### src/rtl/elink_rx_distributor_if.sv
// elink_rx_distributor_if
// Bundles the e-link receive word stream and the four-channel CAN-side
// distribution outputs of elink_rx_distributor.
//   data_rx_in[9:0]   received word, [9:8] kind, [7:0] byte
//   data_rx_valid     qualifier for data_rx_in
//   Kchar_comma[7:0]  comma byte used as idle filler and lock pattern
//   data_out[7:0]     payload byte shared by all channels
//   data_valid[3:0]   one-hot channel strobe for data_out
//   frame_end[3:0]    one-hot end-of-frame pulse
//   frame_err         protocol error pulse
//   locked            word lock held
//   err_count[7:0]    saturating error counter (only with ELINK_RX_ERRCNT_EN)
// master: the word source (deserializer side); slave: the distributor.
interface elink_rx_distributor_if;
    logic [9:0] data_rx_in;
    logic       data_rx_valid;
    logic [7:0] Kchar_comma;
    logic [7:0] data_out;
    logic [3:0] data_valid;
    logic [3:0] frame_end;
    logic       frame_err;
    logic       locked;
`ifdef ELINK_RX_ERRCNT_EN
    logic [7:0] err_count;

    modport master (
        output data_rx_in, data_rx_valid, Kchar_comma,
        input  data_out, data_valid, frame_end, frame_err, locked, err_count
    );
    modport slave (
        input  data_rx_in, data_rx_valid, Kchar_comma,
        output data_out, data_valid, frame_end, frame_err, locked, err_count
    );
`else
    modport master (
        output data_rx_in, data_rx_valid, Kchar_comma,
        input  data_out, data_valid, frame_end, frame_err, locked
    );
    modport slave (
        input  data_rx_in, data_rx_valid, Kchar_comma,
        output data_out, data_valid, frame_end, frame_err, locked
    );
`endif
endinterface

### src/rtl/elink_rx_distributor.sv
// elink_rx_distributor
// Receive side of the four-channel e-link link. Acquires word lock on a run
// of LOCK_CNT comma words, parses SOP/data/EOP framing and steers payload
// bytes to one of four CAN channels with one-hot strobes. All outputs are
// registered; only words with data_rx_valid high advance the logic.
// Ports:
//   clk   rising-edge clock
//   rst   synchronous, active-low reset
//   bus   elink_rx_distributor_if.slave (word input, channel outputs)
// Optional feature: define ELINK_RX_ERRCNT_EN to add the saturating
// err_count[7:0] output counting frame_err pulses.
module elink_rx_distributor #(
    parameter int LOCK_CNT = 4,
    parameter int MAX_LEN  = 16
) (
    input logic                  clk,
    input logic                  rst,
    elink_rx_distributor_if.slave bus
);

    localparam int CW = $clog2(MAX_LEN + 1);
    localparam logic [3:0]    LOCK_LAST = 4'(LOCK_CNT - 1);
    localparam logic [CW-1:0] LEN_MAX   = CW'(MAX_LEN);

    localparam logic [1:0] KIND_DATA = 2'b00;
    localparam logic [1:0] KIND_SOP  = 2'b01;
    localparam logic [1:0] KIND_EOP  = 2'b10;
    localparam logic [1:0] KIND_K    = 2'b11;

    typedef enum logic [1:0] {UNLOCKED, IDLE, FRAME} state_t;

    state_t        state_q, state_d;
    logic [3:0]    commaCnt_q, commaCnt_d;
    logic [CW-1:0] byteCnt_q, byteCnt_d;
    logic [1:0]    channel_q, channel_d;
    logic [7:0]    dataOut_q, dataOut_d;
    logic [3:0]    dataValid_q, dataValid_d;
    logic [3:0]    frameEnd_q, frameEnd_d;
    logic          frameErr_q, frameErr_d;
    logic          locked_q, locked_d;

    logic [1:0] kind;
    logic [7:0] rxByte;
    logic       isComma;

    assign kind    = bus.data_rx_in[9:8];
    assign rxByte  = bus.data_rx_in[7:0];
    assign isComma = (kind == KIND_K) && (rxByte == bus.Kchar_comma);

    // Next-state and output decode. Strobes default low so they are single
    // cycle pulses and stay low on cycles without a valid word; data_out
    // holds its last payload byte between strobes.
    always_comb begin
        state_d     = state_q;
        commaCnt_d  = commaCnt_q;
        byteCnt_d   = byteCnt_q;
        channel_d   = channel_q;
        dataOut_d   = dataOut_q;
        dataValid_d = 4'b0000;
        frameEnd_d  = 4'b0000;
        frameErr_d  = 1'b0;
        if (bus.data_rx_valid) begin
            case (state_q)
                UNLOCKED: begin
                    // Any non-comma word breaks the run without flagging an error.
                    if (isComma) begin
                        if (commaCnt_q == LOCK_LAST) begin
                            state_d    = IDLE;
                            commaCnt_d = 4'd0;
                        end else begin
                            commaCnt_d = commaCnt_q + 4'd1;
                        end
                    end else begin
                        commaCnt_d = 4'd0;
                    end
                end
                IDLE: begin
                    case (kind)
                        KIND_K: begin
                            if (!isComma) begin
                                frameErr_d = 1'b1;
                                state_d    = UNLOCKED;
                                commaCnt_d = 4'd0;
                            end
                        end
                        KIND_SOP: begin
                            channel_d = rxByte[1:0];
                            byteCnt_d = '0;
                            state_d   = FRAME;
                        end
                        default: frameErr_d = 1'b1;
                    endcase
                end
                FRAME: begin
                    case (kind)
                        KIND_DATA: begin
                            // The byte beyond MAX_LEN is dropped and the frame aborted.
                            if (byteCnt_q == LEN_MAX) begin
                                frameErr_d = 1'b1;
                                state_d    = IDLE;
                            end else begin
                                dataOut_d   = rxByte;
                                dataValid_d = 4'b0001 << channel_q;
                                byteCnt_d   = byteCnt_q + 1'b1;
                            end
                        end
                        KIND_EOP: begin
                            frameEnd_d = 4'b0001 << channel_q;
                            state_d    = IDLE;
                        end
                        KIND_SOP: begin
                            // A new SOP aborts the open frame and starts a fresh one.
                            frameErr_d = 1'b1;
                            channel_d  = rxByte[1:0];
                            byteCnt_d  = '0;
                        end
                        default: begin
                            if (!isComma) begin
                                frameErr_d = 1'b1;
                                state_d    = UNLOCKED;
                                commaCnt_d = 4'd0;
                            end
                        end
                    endcase
                end
                default: begin
                    state_d    = UNLOCKED;
                    commaCnt_d = 4'd0;
                end
            endcase
        end
        locked_d = (state_d != UNLOCKED);
    end

    // State and output registers with synchronous active-low reset.
    always_ff @(posedge clk) begin
        if (!rst) begin
            state_q     <= UNLOCKED;
            commaCnt_q  <= 4'd0;
            byteCnt_q   <= '0;
            channel_q   <= 2'd0;
            dataOut_q   <= 8'h00;
            dataValid_q <= 4'b0000;
            frameEnd_q  <= 4'b0000;
            frameErr_q  <= 1'b0;
            locked_q    <= 1'b0;
        end else begin
            state_q     <= state_d;
            commaCnt_q  <= commaCnt_d;
            byteCnt_q   <= byteCnt_d;
            channel_q   <= channel_d;
            dataOut_q   <= dataOut_d;
            dataValid_q <= dataValid_d;
            frameEnd_q  <= frameEnd_d;
            frameErr_q  <= frameErr_d;
            locked_q    <= locked_d;
        end
    end

    assign bus.data_out   = dataOut_q;
    assign bus.data_valid = dataValid_q;
    assign bus.frame_end  = frameEnd_q;
    assign bus.frame_err  = frameErr_q;
    assign bus.locked     = locked_q;

`ifdef ELINK_RX_ERRCNT_EN
    logic [7:0] errCount_q, errCount_d;

    // Error counter follows the frame_err pulse and saturates at 8'hFF.
    always_comb begin
        errCount_d = errCount_q;
        if (frameErr_d && (errCount_q != 8'hFF)) begin
            errCount_d = errCount_q + 8'd1;
        end
    end

    // Error counter register, cleared only by reset.
    always_ff @(posedge clk) begin
        if (!rst) begin
            errCount_q <= 8'h00;
        end else begin
            errCount_q <= errCount_d;
        end
    end

    assign bus.err_count = errCount_q;
`endif

endmodule

### src/flat_wrapper.sv
// flat-port wrapper written by rule: the top's interface ports become plain ports
module elink_rx_distributor_flat 
#(
    parameter int LOCK_CNT = 4,
    parameter int MAX_LEN  = 16
)
  (clk, rst, bus_data_rx_in, bus_data_rx_valid, bus_Kchar_comma, bus_data_out, bus_data_valid, bus_frame_end, bus_frame_err, bus_locked);
  elink_rx_distributor_if bus_i ();
  input logic clk;
  input logic rst;
  input wire logic [$bits(bus_i.data_rx_in)-1:0] bus_data_rx_in;
  input wire logic [$bits(bus_i.data_rx_valid)-1:0] bus_data_rx_valid;
  input wire logic [$bits(bus_i.Kchar_comma)-1:0] bus_Kchar_comma;
  output wire logic [$bits(bus_i.data_out)-1:0] bus_data_out;
  output wire logic [$bits(bus_i.data_valid)-1:0] bus_data_valid;
  output wire logic [$bits(bus_i.frame_end)-1:0] bus_frame_end;
  output wire logic [$bits(bus_i.frame_err)-1:0] bus_frame_err;
  output wire logic [$bits(bus_i.locked)-1:0] bus_locked;
  assign bus_i.data_rx_in = bus_data_rx_in;
  assign bus_i.data_rx_valid = bus_data_rx_valid;
  assign bus_i.Kchar_comma = bus_Kchar_comma;
  assign bus_data_out = bus_i.data_out;
  assign bus_data_valid = bus_i.data_valid;
  assign bus_frame_end = bus_i.frame_end;
  assign bus_frame_err = bus_i.frame_err;
  assign bus_locked = bus_i.locked;
  elink_rx_distributor #(.LOCK_CNT(LOCK_CNT), .MAX_LEN(MAX_LEN)) u_core (.clk(clk), .rst(rst), .bus(bus_i));
endmodule
### config.mk
export PLATFORM = sky130hd
export DESIGN_NAME = elink_rx_distributor_flat
export DESIGN_NICKNAME = d
export VERILOG_FILES = /design/src/rtl/elink_rx_distributor_if.sv /design/src/rtl/elink_rx_distributor.sv /design/src/flat_wrapper.sv
export SDC_FILE = /design/constraint.sdc
export NUM_CORES = 1
export LEC_CHECK = 0
export ABC_AREA = 1
export BUFFER_PORTS_ARGS = -buffer_cell sky130_fd_sc_hd__buf_4
export CORE_MARGIN = 2
export CORE_UTILIZATION = 36
export CTS_BUF_LIST = sky130_fd_sc_hd__clkbuf_4
export DETAILED_ROUTE_END_ITERATION = 16
export HOLD_SLACK_MARGIN = 0.03
export PLACE_DENSITY = 0.68
export SLEW_MARGIN = 0
export SYNTH_ARGS = -nofsm -noshare
export SYNTH_HDL_FRONTEND = slang
export SYNTH_SLANG_ARGS = --single-unit
### constraint.sdc
create_clock -name clk -period 5.2 [get_ports clk]
set_clock_uncertainty 0.05 [all_clocks]
set_input_delay 1.04 -clock clk [delete_from_list [all_inputs] [get_ports clk]]
set_output_delay 1.04 -clock clk [all_outputs]
set_load 0.03 [all_outputs]
**Yosys cells after proc, flatten, opt, wreduce, memory -nomap -nowiden**

Index checks and enable logic that the tools add are counted.

- Add/subtract/negate cells: 2
- Shift-type cells: 1
- Reductions and logical operators: 14
- Bitwise logic cells: 5
- Equality and inequality tests: 13
- Mux-type cells: 23

Operators by type and width:

| cell | count |
|---|---|
| $mux 4 | 5 |
| $pmux 5 s2 | 2 |
| $pmux 2 s3 | 2 |
| $pmux 4 s3 | 1 |
| $mux 2 | 5 |
| $mux 5 | 2 |
| $eq 8x8->1 | 1 |
| $reduce_and 4->1 | 2 |
| $eq 2x2->1 const B | 3 |
| $reduce_and 3->1 | 2 |
| $add 5x1->5 const B | 1 |
| $eq 5x5->1 const B | 1 |
| $not 1->1 | 5 |
| $reduce_and 5->1 | 1 |
| $reduce_or 5->1 | 1 |
| $add 4x1->4 const B | 1 |
| $eq 2x1->1 const B | 2 |
| $eq 4x2->1 const B | 1 |
| $logic_not 2->1 | 2 |
| $ne 2x1->1 const B | 2 |
| $pmux 1 s2 | 2 |
| $pmux 2 s2 | 1 |
| $reduce_bool 2->1 | 2 |
| $shl 1x2->4 const A | 1 |
| other kinds (9) | 10 |

- Bits of input ports: 21
- Bits in registers: 31
- Output and inout port bits: 18
- Logic and storage cells: 67

**Depth between registers and ports, before layout**

- Word-level depth: 7
- Depth in mapped cells: 16
- Mapped depth without buffers: 16

**Least setup slack after synthesis**

Ideal clock, no wire load.

- Path type: input to register
- From: in bus_data_rx_in[6]
- To: reg u_core.commaCnt_q[3]
- Arrival: 1948 ps
- Data required time: 5031 ps
- Buffers on the path: 0
- Path slack: 3084 ps
- Stages on the path: 14
- Setup time: 119 ps
- Path through: inv_1 nand2_1 nand2_1 inv_1 nand2_1 nor2_2 nand2_2 nor2_4 nand2_2 nand2_4 inv_4 nand2_2 xor2_2 nor2_1

- Word-level cells in the longest chain between the ends: 5
- Elaborated cells between the ends (all ways): 7
- Classes of those cells: 1 x eq/ne; 5 x mux; 1 x reduce/logical

Ends and longest elaborated chain:

| what | line | source |
|---|---|---|
| start, declared | flat_wrapper.sv:11 | `input wire logic [$bits(bus_i.data_rx_in)-1:0] bus_data_rx_in;` |
| $eq 8x8->1 (*) | elink_rx_distributor.sv:48 | `assign isComma = (kind == KIND_K) && (rxByte == bus.Kchar_comma);` |
| $logic_and 1x1->1 (*) | elink_rx_distributor.sv:48 |  |
| $mux 4 | - |  |
| $mux 4, on equally long branches | - |  |
| $pmux 4 s3 (*) | elink_rx_distributor.sv:63 | `case (state_q)` |
| end signal, assigned | elink_rx_distributor.sv:149 | `commaCnt_q <= commaCnt_d;` |
| end, declared | elink_rx_distributor.sv:33 | `logic [3:0] commaCnt_q, commaCnt_d;` |

Mark *: on every way between the ends. The rest lies on a longest branch, timed or not. The select of a mux whose other input is x is not followed.
A chain may end at the register's enable or synchronous reset.

**Worst setup path after layout**

- From: reg u_core.state_q[0]
- To: reg u_core.byteCnt_q[4]

- Word-level cells in the longest chain between the ends: 3
- Elaborated cells between the ends (all ways): 8
- Classes of those cells: 5 x eq/ne; 1 x mux; 2 x reduce/logical

Ends and longest elaborated chain:

| what | line | source |
|---|---|---|
| start, declared | elink_rx_distributor.sv:32 | `state_t state_q, state_d;` |
| start signal, assigned | elink_rx_distributor.sv:148 | `state_q <= state_d;` |
| $eq 2x2->1 or $eq 2x1->1 (tied branches) | elink_rx_distributor.sv:63 |  |
| $ne 3x3->1 (no line), or another cell as far along | - |  |
| $reduce_and 5->1 (no line) | - |  |
| end signal, assigned | elink_rx_distributor.sv:150 | `byteCnt_q <= byteCnt_d;` |
| end, declared | elink_rx_distributor.sv:34 | `logic [CW-1:0] byteCnt_q, byteCnt_d;` |

Parallel ways exist; a longest one is shown, timed or not.

==> results by group <==
Detailed routing
  – Routed vias/inst: 4.40
  – Vias after detailed routing: 1,650
  – Detailed-route DRC error count: 0
  – Final Routed Wirelength: 3540 µm
  – Wire length per cell: 9.44 µm
  – ANT nets after route: 0
  – Violation count after the first detailed-route iteration: 52
  – Initial DRT Pass Iterations: 4

Global routing
  – Via count of the first global-routing pass: 1,510
  – Final global-route overflow total: 0
  – First-pass GRT wire length: 6070 µm
  – Largest net degree at the start of global routing: 18
  – Initial antenna violation count: 0
  – Total routing resource utilization after global routing: 0.140

Floorplanning
  – Overall die height: 74.5 µm
  – Die Wd: 74.5 µm
  – Standard-cell rows: 25
  – Total I/O pin count: 39
  – Core Footprint: 0.00475 mm²
  – Initial core utilization: 0.376
  – Die Outline Area: 0.00555 mm²

Setup path
  – Worst R2R Path Depth: 9
  – Top fanout value on the critical path: 6
  – Dominant delay contributor by cell family on the critical path: simple AND/OR/NAND/NOR gates
  – Setup CP Type: reg -> reg
  – Largest incremental delay on the critical path: 450 ps
  – Worst Path Buf+Inv: 2
  – Kind of start point of the critical path: flip-flop
  – Number of stages on the worst setup path: 9
  – Cell Chain, Critical Path: inv_1 > ha_1 > nand2_1 > nor2_1 > o21ai_4 > inv_4 > nand3_2 > nor3_1 > nor3b_2
  – Data required time of the worst path: 5370 ps
  – Arrival time of the worst setup path: 2170 ps
  – Endpoint type of the worst setup path: flip-flop
  – Critical-path cell with the highest stage delay: sky130_fd_sc_hd__dfxtp_1

Yosys
  – Mapped Area: 0.00179 mm²
  – Count of state elements after synthesis: 31
  – Average instance area after synthesis: 6.77 µm²
  – Netlist cell types: 32
  – Post-Syn Instances: 264
  – Seq/Total Area, Yosys: 0.347
  – EDFF count, synth: 0
  – Share of async-settable or async-resettable flops after synthesis: 0
  – Net count after synthesis: 292
  – Most frequently used flop master after synthesis: sky130_fd_sc_hd__dfxtp_1
  – Number of warnings printed during yosys synthesis: 0

Power and ir drop
  – Leakage: 1.15 nW
  – Final Total Pwr: 0.477 mW
  – Power per cell area: 214 mW/mm²
  – Maximum vdd drop: 0.000116 V

Timing
  – Maximum clock rate: 0.499 GHz
  – Final Max Slew Viols: 0
  – Final critical path time including I/O delays and setup: 2000 ps
  – Number of failing hold endpoints at the final stage: 0
  – Worst slew slack as a fraction of its limit: 0.683
  – Fraction of the cycle the final worst path needs: 0.385
  – Actual slew at the worst max-slew pin: 476 ps
  – Final TNS setup: 0 ps
  – Final hold slack: 451 ps
  – Finish-stage setup viols: 0
  – RSZ-0062 raised after global routing: no

Placed design
  – DP Wirelength: 2770 µm
  – Placed Area: 0.00215 mm²
  – Number of port buffers: 38
  – Routability-driven placement congestion ratio: 0.877

Job
  – Maxcap violations: 0

Final layout
  – Multi-input gate area in the final layout: 966 µm²
  – Layout overhead on the synthesized area: 24.7%
  – Most frequent cells in the layout: sky130_fd_sc_hd__nand2_1, sky130_fd_sc_hd__inv_1, sky130_fd_sc_hd__buf_4
  – Number of nets in the layout: 335
  – Diodes inserted: 0
  – Combined flip-flop and latch cell area: 621 µm²
  – Total non-filler cell area in the finished layout: 0.00223 mm²
  – Count of fill cells added during filler insertion: 523
  – Most common library cell in the layout ignoring fill and taps: sky130_fd_sc_hd__nand2_1
  – Share of post-route cells with drive strength above 1: 0.263

Worst hold path
  – Worst hold path class: reg -> reg
  – Hold path cells: 2

Run status
  – Outcome: finished clean

Clock tree
  – Post-CTS setup buffer count: 0
  – Sinks on Clock Net: 31
  – Hold buffers post-CTS: 0
  – Number of buffers added by the clock tree synthesis step: 5
  – Master cell of the clock root buffer: sky130_fd_sc_hd__clkbuf_4
  – Number of levels in the clock H-tree: 2
  – Clock tree from TritonCTS: done
  – Clk buf depth: 2
  – Clock latency on the worst-skew pair: 330 ps
  – Clock slew at the register clock pins of the worst setup and hold paths: 100 ps
  – # resized after CTS: 0
[registers in the layout, indices dropped and copies added (netlist names)]
name / count
u_core.bus.data_out: 8
u_core.bus.data_valid: 4
u_core.bus.frame_end: 4
u_core.bus.frame_err: 1
u_core.bus.locked: 1
u_core.byteCnt_q: 5
u_core.channel_q: 2
u_core.commaCnt_q: 4
u_core.state_q: 2
[cell usage after synthesis (2+ instances only)]
cell                      number  area, µm²
sky130_fd_sc_hd__nand2_1      75        282
sky130_fd_sc_hd__inv_1        39        146
sky130_fd_sc_hd__dfxtp_1      31        621
sky130_fd_sc_hd__a21oi_1      18       90.1
sky130_fd_sc_hd__nor2_1       17       63.8
sky130_fd_sc_hd__nor3_1       12       60.1
sky130_fd_sc_hd__o21ai_0      10       50.1
sky130_fd_sc_hd__inv_2         9       33.8
sky130_fd_sc_hd__nand3_1       8       40.0
sky130_fd_sc_hd__ha_1          7       87.6
sky130_fd_sc_hd__nand2_2       7       43.8
sky130_fd_sc_hd__nand4_1       4       25.0
sky130_fd_sc_hd__nor2_2        4       25.0
sky130_fd_sc_hd__inv_4         2       12.5
sky130_fd_sc_hd__nand2_4       2       22.5
sky130_fd_sc_hd__nor2_4        2       22.5
sky130_fd_sc_hd__o21ai_2       2       17.5
[path summary, 6_finish.rpt]
path | start | endpoint | slack, ps
worst min register to register | u_core.commaCnt_q[1] | u_core.commaCnt_q[1] | 450
worst max-delay path | u_core.state_q[0] | u_core.byteCnt_q[4] | 3200
worst max register to register | u_core.state_q[0] | u_core.byteCnt_q[4] | 3200
worst min-delay path | u_core.commaCnt_q[1] | u_core.commaCnt_q[1] | 450
[stage by stage]
stage	setup WS, ps	std cells	utilization
2_1_floorplan	3080	264	-
3_3_place_gp	2890	367	0.452
3_5_place_dp	2850	367	0.452
4_1_cts	3170	375	0.469
5_1_grt	3050	375	0.469
6_report	3200	375	0.469
[where the power goes]
group	internal [mW]	switching, mW	total (mW)
logic	0.0209	0.0287	0.0496
registers	0.238	0.000372	0.238
clock network	0.101	0.0880	0.189
total	0.360	0.117	0.477
[logic make-up after synthesis]
logic type,count (synthesis),synth area share
and+or+nand+nor,137,0.364
AOI/OAI and AO/OA,35,0.113
DFF,31,0.347
xor gates and xnor gates,2,0.0140
buffers and inverters,52,0.113
adders and majority gates,7,0.0490
[layout make-up]
cell class                      count  area share
Clock inverter                      3      0.0196
Timing Repair Buffer               38       0.128
Tap cell                           67      0.0376
Clock buffer                        5      0.0168
Multi-Input combinational cell    181       0.433
Sequential cell                    31       0.278
Inverter                           50      0.0864
[routing by layer]
layer  global-route usage  part of all wire  vias up  routed length (µm)
li1                     -                 -      901                   -
met1                0.168              0.48      712                1690
met2                0.244              0.46       33                1620
met3               0.0352             0.050        4                 176
met4               0.0476             0.014        0                  51
met5                    0                 0        -                   0
[worst min-delay path: stages, from the launching register on]
cell and delay, ps:
sky130_fd_sc_hd__dfxtp_1 340, sky130_fd_sc_hd__nand2_1 70, sky130_fd_sc_hd__a21boi_1 50
Power figures use the tool's default switching activity.
